===== src/rtl/bypass_pkg.sv =====
// Shared definitions for the decode-stage bypass scoreboard: producer classes,
// default latencies and the per-register scoreboard entry.
package bypass_pkg;

  typedef enum logic [1:0] {
    CLS_ALU  = 2'd0,
    CLS_LOAD = 2'd1,
    CLS_MUL  = 2'd2
  } cls_e;

  localparam int unsigned DEF_LD_LAT  = 2;
  localparam int unsigned DEF_MUL_LAT = 5;

  typedef struct packed {
    logic [1:0] infl;
    logic [2:0] cnt;
    logic       isld;
  } sb_entry_t;

  // Class code 3 is reserved and behaves like an ALU op.
  function automatic logic [2:0] lat_of(input logic [1:0]  cls,
                                        input int unsigned ld_lat,
                                        input int unsigned mul_lat);
    logic [2:0] lat;
    lat = 3'd0;
    case (cls)
      CLS_LOAD: lat = 3'(ld_lat);
      CLS_MUL:  lat = 3'(mul_lat);
      default:  lat = 3'd0;
    endcase
    return lat;
  endfunction

endpackage


===== src/rtl/bypass_fwd_sel.sv =====
// Single read-port priority matcher: finds the lowest-indexed valid result bus
// whose destination equals the source register.
module bypass_fwd_sel
  import bypass_pkg::*;
#(
  parameter int XLEN    = 32,
  parameter int AW      = 5,
  parameter int NUM_FWD = 9
) (
  input  logic [AW-1:0]           i_rs,
  input  logic [NUM_FWD-1:0]      i_fwd_valid,
  input  logic [NUM_FWD-1:0]      i_fwd_ready,
  input  logic [NUM_FWD*AW-1:0]   i_fwd_addr,
  input  logic [NUM_FWD*XLEN-1:0] i_fwd_data,
  output logic                    o_hit,
  output logic                    o_ready,
  output logic [XLEN-1:0]         o_data
);

  // NOTE: every output gets a default before the loop, otherwise a no-match
  // path would leave them unassigned and infer latches.
  always_comb begin
    o_hit   = 1'b0;
    o_ready = 1'b0;
    o_data  = '0;
    // Walk from oldest to youngest so the lowest matching index wins last.
    for (int i = NUM_FWD - 1; i >= 0; i--) begin
      if (i_fwd_valid[i] && (i_fwd_addr[i*AW +: AW] == i_rs)) begin
        o_hit   = 1'b1;
        o_ready = i_fwd_ready[i];
        o_data  = i_fwd_data[i*XLEN +: XLEN];
      end
    end
  end

endmodule


===== src/rtl/bypass_scoreboard.sv =====
// Decode-stage scoreboard: tracks in-flight register writes with per-class
// latency countdowns, resolves RAW forwarding and raises RAW/WAW stalls.
module bypass_scoreboard
  import bypass_pkg::*;
#(
  parameter  int XLEN    = 32,
  parameter  int NREGS   = 32,
  parameter  int NUM_RD  = 2,
  parameter  int NUM_FWD = 9,
  parameter  int LD_LAT  = DEF_LD_LAT,
  parameter  int MUL_LAT = DEF_MUL_LAT,
  localparam int AW      = $clog2(NREGS)
) (
  input  logic                    clk_i,
  input  logic                    rsn_i,
  input  logic                    dec_valid_i,
  input  logic [NUM_RD*AW-1:0]    dec_rs_addr_i,
  input  logic [NUM_RD-1:0]       dec_rs_used_i,
  input  logic                    dec_wr_en_i,
  input  logic [AW-1:0]           dec_wr_addr_i,
  input  logic [1:0]              dec_class_i,
  input  logic [NUM_FWD-1:0]      fwd_valid_i,
  input  logic [NUM_FWD-1:0]      fwd_ready_i,
  input  logic [NUM_FWD*AW-1:0]   fwd_addr_i,
  input  logic [NUM_FWD*XLEN-1:0] fwd_data_i,
  input  logic                    ld_miss_i,
  input  logic                    wb_en_i,
  input  logic [AW-1:0]           wb_addr_i,
  input  logic                    flush_i,
  output logic [NUM_RD-1:0]       bypass_en_o,
  output logic [NUM_RD*XLEN-1:0]  bypass_data_o,
  output logic                    stall_o,
  output logic                    stall_raw_o,
  output logic                    stall_waw_o,
  output logic [31:0]             stall_cycles_o
);

  sb_entry_t   r_sb [NREGS];
  logic [31:0] r_stall_cycles;

  logic [AW-1:0]      w_rs       [NUM_RD];
  logic [NUM_RD-1:0]  w_hit;
  logic [NUM_RD-1:0]  w_rdy;
  logic [XLEN-1:0]    w_fwd_data [NUM_RD];

  logic [NUM_RD-1:0]      w_byp_en;
  logic [NUM_RD*XLEN-1:0] w_byp_data;
  logic                   w_raw;
  logic                   w_waw;
  logic                   w_stall;
  logic [2:0]             w_lat;
  logic                   w_issue;
  logic                   w_retire;
  logic [NREGS-1:0]       w_inc;
  logic [NREGS-1:0]       w_dec;

  for (genvar p = 0; p < NUM_RD; p++) begin : g_port
    assign w_rs[p] = dec_rs_addr_i[p*AW +: AW];

    bypass_fwd_sel #(
      .XLEN    (XLEN),
      .AW      (AW),
      .NUM_FWD (NUM_FWD)
    ) u_fwd_sel (
      .i_rs        (w_rs[p]),
      .i_fwd_valid (fwd_valid_i),
      .i_fwd_ready (fwd_ready_i),
      .i_fwd_addr  (fwd_addr_i),
      .i_fwd_data  (fwd_data_i),
      .o_hit       (w_hit[p]),
      .o_ready     (w_rdy[p]),
      .o_data      (w_fwd_data[p])
    );
  end

  // A producer still counting down cannot be forwarded, whatever the buses say.
  always_comb begin
    w_raw      = 1'b0;
    w_byp_en   = '0;
    w_byp_data = '0;
    for (int p = 0; p < NUM_RD; p++) begin
      if (dec_valid_i && dec_rs_used_i[p] && (w_rs[p] != '0)) begin
        if ((r_sb[w_rs[p]].infl != 2'd0) && (r_sb[w_rs[p]].cnt != 3'd0)) begin
          w_raw = 1'b1;
        end else if (w_hit[p]) begin
          if (w_rdy[p]) begin
            w_byp_en[p]                  = 1'b1;
            w_byp_data[p*XLEN +: XLEN]   = w_fwd_data[p];
          end else begin
            w_raw = 1'b1;
          end
        end
      end
    end
  end

  assign w_lat = lat_of(dec_class_i, LD_LAT, MUL_LAT);

  // A younger writer must not become forwardable ahead of the older one.
  assign w_waw = dec_valid_i && dec_wr_en_i && (dec_wr_addr_i != '0) &&
                 (r_sb[dec_wr_addr_i].infl != 2'd0) &&
                 (r_sb[dec_wr_addr_i].cnt > w_lat);

  assign w_stall  = w_raw | w_waw;
  assign w_issue  = dec_valid_i && dec_wr_en_i && !w_stall && !flush_i &&
                    (dec_wr_addr_i != '0);
  assign w_retire = wb_en_i && (wb_addr_i != '0);
  assign w_inc    = w_issue  ? (NREGS'(1) << dec_wr_addr_i) : '0;
  assign w_dec    = w_retire ? (NREGS'(1) << wb_addr_i)     : '0;

  // NOTE: the scoreboard is a flop array, not a RAM, so every entry is reset;
  // all state updates here use non-blocking assignments.
  always_ff @(posedge clk_i or negedge rsn_i) begin
    if (!rsn_i) begin
      for (int r = 0; r < NREGS; r++) r_sb[r] <= '0;
    end else if (flush_i) begin
      for (int r = 0; r < NREGS; r++) r_sb[r] <= '0;
    end else begin
      for (int r = 1; r < NREGS; r++) begin
        if (w_inc[r]) begin
          r_sb[r].cnt  <= w_lat;
          r_sb[r].isld <= (dec_class_i == CLS_LOAD);
        end else if ((r_sb[r].cnt != 3'd0) && !(r_sb[r].isld && ld_miss_i)) begin
          r_sb[r].cnt <= r_sb[r].cnt - 3'd1;
        end

        if (w_inc[r] && !w_dec[r] && (r_sb[r].infl != 2'd3)) begin
          r_sb[r].infl <= r_sb[r].infl + 2'd1;
        end else if (w_dec[r] && !w_inc[r] && (r_sb[r].infl != 2'd0)) begin
          r_sb[r].infl <= r_sb[r].infl - 2'd1;
        end
      end
    end
  end

  // Stall statistics survive a flush; only reset clears them.
  always_ff @(posedge clk_i or negedge rsn_i) begin
    if (!rsn_i) begin
      r_stall_cycles <= '0;
    end else if (w_stall && (r_stall_cycles != 32'hFFFF_FFFF)) begin
      r_stall_cycles <= r_stall_cycles + 32'd1;
    end
  end

  assign bypass_en_o    = rsn_i ? w_byp_en   : '0;
  assign bypass_data_o  = rsn_i ? w_byp_data : '0;
  assign stall_raw_o    = rsn_i & w_raw;
  assign stall_waw_o    = rsn_i & w_waw;
  assign stall_o        = rsn_i & w_stall;
  assign stall_cycles_o = rsn_i ? r_stall_cycles : 32'd0;

endmodule

===== config.mk =====
export PLATFORM = sky130hd
export DESIGN_NAME = bypass_scoreboard
export DESIGN_NICKNAME = d
export VERILOG_FILES = /design/src/rtl/bypass_pkg.sv /design/src/rtl/bypass_fwd_sel.sv /design/src/rtl/bypass_scoreboard.sv
export SDC_FILE = /design/constraint.sdc
export NUM_CORES = 1
export LEC_CHECK = 0
export ABC_AREA = 1
export ABC_CLOCK_PERIOD_IN_PS = 7770
export BUFFER_PORTS_ARGS = -buffer_cell sky130_fd_sc_hd__buf_4
export CAP_MARGIN = 20
export CORE_MARGIN = 2
export CORE_UTILIZATION = 25
export DETAILED_ROUTE_END_ITERATION = 7
export PLACE_DENSITY_LB_ADDON = 0.15
export SLEW_MARGIN = 20
export SYNTH_ARGS = -nofsm -noshare
export SYNTH_HDL_FRONTEND = slang
export SYNTH_SLANG_ARGS = --single-unit

===== constraint.sdc =====
create_clock -name clk_i -period 7.77 [get_ports clk_i]
set_clock_uncertainty 0.1 [all_clocks]
set_input_delay 1.554 -clock clk_i [delete_from_list [all_inputs] [get_ports clk_i]]
set_output_delay 1.554 -clock clk_i [all_outputs]
set_load 0.005 [all_outputs]

==> run_summary.xml <==
<?xml version="1.0" encoding="UTF-8"?>
<metrics>
  <group name="power">
    <metric name="power.leakage" unit="nW">13.67</metric>
    <metric name="power-per-cell-area" unit="nW/um2">187.9</metric>
    <metric name="irDropWorstVdd" unit="mV">0.1636</metric>
  </group>
  <group name="global_route">
    <metric name="largest_net_degree_at_the_start_of_global_routing" unit="">72</metric>
    <metric name="antenna_found_initial" unit="">15</metric>
    <metric name="globalRoute.totalOverflow" unit="">0</metric>
    <metric name="vias_in_the_first_global_route" unit="">26550</metric>
    <metric name="grt_first_pass_wirelength" unit="um">174800</metric>
    <metric name="global_route.usage.total" unit="%">24.58</metric>
  </group>
  <group name="floorplan">
    <metric name="floorplan.initialDensity" unit="%">25.23</metric>
    <metric name="top_level_ports" unit="">483</metric>
    <metric name="die_h" unit="um">305.6</metric>
    <metric name="core_region_area" unit="um2">90150</metric>
    <metric name="dieWidth" unit="um">305.6</metric>
    <metric name="die_area" unit="um2">93410</metric>
    <metric name="placementRows" unit="">110</metric>
  </group>
  <group name="logic_synthesis">
    <metric name="post-synth-top-area-fraction" unit="%">23.99</metric>
    <metric name="synth_seq_area_share" unit="%">23.99</metric>
    <metric name="postSynth.asyncResetShare" unit="%">100.0</metric>
    <metric name="synth.top_cells.by_area" unit="">sky130_fd_sc_hd__dfrtp_1 (24%), sky130_fd_sc_hd__nand2_1 (14%), sky130_fd_sc_hd__o21ai_0 (8.7%)</metric>
    <metric name="synth_enable_flop_cells" unit="">0</metric>
    <metric name="yosys_warnings" unit="">0</metric>
    <metric name="synth.avg_cell_area" unit="um2">6.104</metric>
    <metric name="netlist_instances" unit="">3726</metric>
    <metric name="ys_types" unit="">62</metric>
    <metric name="synthesized_net_count" unit="">4174</metric>
    <metric name="yosys_most_used_dff" unit="">sky130_fd_sc_hd__dfrtp_1</metric>
    <metric name="syn_area" unit="um2">22740</metric>
    <metric name="yosysTopAreaCell" unit="">sky130_fd_sc_hd__dfrtp_1</metric>
    <metric name="synth-seq-cells" unit="">218</metric>
  </group>
  <group name="drt">
    <metric name="vias" unit="">28030</metric>
    <metric name="met2WireLength" unit="um">56470</metric>
    <metric name="met3_wirelength" unit="um">8154</metric>
    <metric name="via_per_inst" unit="">5.280</metric>
    <metric name="top_layer_used" unit="">met5</metric>
    <metric name="drt_first_iter_violations" unit="">2881</metric>
    <metric name="dr_wl_cell" unit="um">22.56</metric>
    <metric name="drt_drc_violations_left" unit="">0</metric>
    <metric name="drtAntennaViolNets" unit="">0</metric>
    <metric name="dr.pass1.iters" unit="">6</metric>
    <metric name="met1_length" unit="um">51020</metric>
    <metric name="finalWirelength" unit="um">119800</metric>
  </group>
  <group name="outcome">
    <metric name="run_status" unit="">finished, final reports clean</metric>
  </group>
  <group name="clocking">
    <metric name="clock_tree_buffer_depth" unit="">3</metric>
    <metric name="clk_pin_slew" unit="ns">0.06</metric>
    <metric name="htree_num_levels" unit="">1</metric>
    <metric name="cts_repair_resize_count" unit="">0</metric>
    <metric name="tritoncts" unit="">done</metric>
    <metric name="cts_post_setup_buffers_inserted" unit="">0</metric>
    <metric name="cts_stage_hold_buffer_count" unit="">0</metric>
    <metric name="worstSkewPairLatency" unit="ns">0.65</metric>
    <metric name="cts.sinks" unit="">218</metric>
    <metric name="cts_root_buf" unit="">sky130_fd_sc_hd__clkbuf_16</metric>
    <metric name="number_of_buffers_created_by_cts" unit="">30</metric>
  </group>
  <group name="sta">
    <metric name="finalSetupTns" unit="ns">0</metric>
    <metric name="rsz0062_at_grt" unit="">no</metric>
    <metric name="tightestPinTransition" unit="ns">1.248</metric>
    <metric name="post-route-min-period" unit="ns">6.895</metric>
    <metric name="max_slew_margin" unit="%">16.07</metric>
    <metric name="max_freq" unit="MHz">145.0</metric>
    <metric name="report.final.setup_viol" unit="">0</metric>
    <metric name="timing.final.max_slew_violations" unit="">0</metric>
    <metric name="period_share" unit="%">88.74</metric>
    <metric name="timing.final.hold_violations" unit="">0</metric>
  </group>
  <group name="place">
    <metric name="detailed_place_hpwl" unit="um">94190</metric>
    <metric name="buffer_ports.inserted" unit="">482</metric>
    <metric name="post_dp_cell_area" unit="um2">27510</metric>
    <metric name="gpl.final_weighted_congestion" unit="">0.9741</metric>
  </group>
  <group name="finish">
    <metric name="post_route_cells_drive_above_1_share" unit="%">16.73</metric>
    <metric name="layout.cells.most_common" unit="">sky130_fd_sc_hd__nand2_1</metric>
    <metric name="layout_common_cells" unit="">sky130_fd_sc_hd__nand2_1 (824), sky130_fd_sc_hd__buf_4 (539), sky130_fd_sc_hd__inv_1 (470), sky130_fd_sc_hd__o21ai_0 (397), sky130_fd_sc_hd__nor2_1 (301)</metric>
    <metric name="finish.net_count" unit="">4544</metric>
    <metric name="seq_area" unit="um2">5455</metric>
    <metric name="final_util" unit="%">31.66</metric>
    <metric name="fillerInstances" unit="">10140</metric>
    <metric name="area.growth.synth_to_final" unit="%">25.48</metric>
    <metric name="finalInstanceArea" unit="um2">28540</metric>
    <metric name="multi_input_comb_area" unit="um2">14610</metric>
  </group>
  <group name="critical_path">
    <metric name="r2r-start" unit="">r_sb[3]</metric>
    <metric name="worst-endpoint-arrival" unit="ns">5.24</metric>
    <metric name="worstSetupStartpoint" unit="">dec_rs_addr_i[6]</metric>
    <metric name="critical_path_peak_fanout" unit="">53</metric>
    <metric name="required" unit="ns">6.12</metric>
    <metric name="critPathLaunchType" unit="">input pin</metric>
    <metric name="worst_setup_path_class" unit="">input pin to output pin</metric>
    <metric name="worst_setup_path_end_kind" unit="">output pin</metric>
  </group>
  <group name="worst_hold_path">
    <metric name="timing.hold.worst.start" unit="">r_sb[102]</metric>
    <metric name="min_path_type" unit="">flip-flop to flip-flop</metric>
  </group>
  <group name="job">
    <metric name="max_capacitance_violation_count" unit="">0</metric>
  </group>
</metrics>
==> synth_stat cells (9+ instances only) <==
cell / instances
sky130_fd_sc_hd__o22ai_1: 94
sky130_fd_sc_hd__inv_2: 31
sky130_fd_sc_hd__a211oi_1: 17
sky130_fd_sc_hd__dfrtp_1: 218
sky130_fd_sc_hd__a31oi_1: 16
sky130_fd_sc_hd__clkbuf_1: 133
sky130_fd_sc_hd__nand3_1: 283
sky130_fd_sc_hd__nor3_1: 62
sky130_fd_sc_hd__inv_1: 472
sky130_fd_sc_hd__o21a_1: 23
sky130_fd_sc_hd__mux2i_1: 13
sky130_fd_sc_hd__nand2_1: 825
sky130_fd_sc_hd__xor2_1: 41
sky130_fd_sc_hd__nand2_2: 11
sky130_fd_sc_hd__o21ai_1: 77
sky130_fd_sc_hd__o221ai_1: 10
sky130_fd_sc_hd__nor2_4: 12
sky130_fd_sc_hd__a21oi_1: 225
sky130_fd_sc_hd__buf_2: 24
sky130_fd_sc_hd__nand4_1: 79
sky130_fd_sc_hd__nor2_1: 301
sky130_fd_sc_hd__o311ai_0: 13
sky130_fd_sc_hd__o21ai_0: 397
sky130_fd_sc_hd__nor2_2: 9
sky130_fd_sc_hd__buf_1: 35
sky130_fd_sc_hd__ha_1: 66
sky130_fd_sc_hd__o211ai_1: 126
==> where the power goes <==
group | internal, mW | leakage (nW) | switching, mW
clock | 0.827 | 0.492 | 0.589
sequential | 1.40 | 2.81 | 0.204
combinational | 0.848 | 10.4 | 1.49
==> metal layers <==
layer,global-route usage (%),vias to the layer above
li1,-,13380
met1,32.01,13370
met2,41.64,1113
met3,3.307,168
met4,8.317,4
met5,0,-
==> state kept, by name, indices dropped and copies added (netlist names) <==
| name | cells |
|---|---|
| r_sb | 186 |
| r_stall_cycles | 32 |
==> cell families after synthesis <==
| logic type | Yosys count | share of synthesized area [%] |
|---|---|---|
| AOI/OAI and AO/OA | 1059 | 27.09 |
| xor gates and xnor gates | 49 | 1.887 |
| adders and majority gates | 66 | 3.631 |
| buffers and inverters | 709 | 12.13 |
| DFF | 218 | 23.99 |
| muxes | 13 | 0.5721 |
| and+or+nand+nor | 1612 | 30.70 |
==> critical path, cell delays in order <==
cell and delay (ns):
sky130_fd_sc_hd__buf_4 0.22, sky130_fd_sc_hd__inv_2 0.21, sky130_fd_sc_hd__nand2_1 0.10, sky130_fd_sc_hd__nand2_1 0.05, sky130_fd_sc_hd__nor3_1 0.28, sky130_fd_sc_hd__nand3_2 0.34, sky130_fd_sc_hd__buf_4 0.41, sky130_fd_sc_hd__o21ai_0 0.46
sky130_fd_sc_hd__nand3_1 0.19, sky130_fd_sc_hd__o211ai_1 0.13, sky130_fd_sc_hd__o21ai_0 0.13, sky130_fd_sc_hd__a21oi_1 0.15, sky130_fd_sc_hd__a21oi_1 0.06, sky130_fd_sc_hd__o21ai_0 0.38, sky130_fd_sc_hd__mux2i_1 0.14, sky130_fd_sc_hd__a211oi_1 0.27
sky130_fd_sc_hd__buf_4 0.16
==> path summary, 6_finish.rpt <==
path / endpoint / slack [ns] / cells past startpoint
max: bypass_data_o[35] / 0.88 / 17
min: r_sb[102] / 0.39 / 1
max reg2reg: r_sb[157] / 3.29 / 21
min reg2reg: r_sb[102] / 0.39 / 1
max in group asynchronous: r_sb[59] / 4.67 / 3
min in group asynchronous: r_sb[31] / 0.72 / 1
==> through the flow <==
step | total power [mW] | setup slack (ns) | hold WS, ns | std cells
after floorplan | 3.005 | 1.948 | 0.3534 | 3726
after global placement | 3.937 | 0.9263 | 0.3730 | 5240
after detailed placement | 3.922 | 0.8720 | 0.3797 | 5240
after CTS | 5.372 | 0.8672 | 0.3929 | 5295
after global routing | 5.787 | 0.5955 | 0.4039 | 5308
final | 5.362 | 0.8750 | 0.3900 | 5308
==> final cells by class <==
cell class                 instances  area share [%]
tap                             1176           5.156
clock inverter                     9          0.3420
multi-input combinational       2799           51.21
timing repair buffer             540           14.23
clock buffer                      46           3.157
antenna                           13          0.1140
sequential                       218           19.11
inverter                         507           6.681
No activity file was read; power rests on OpenSTA's default activity.
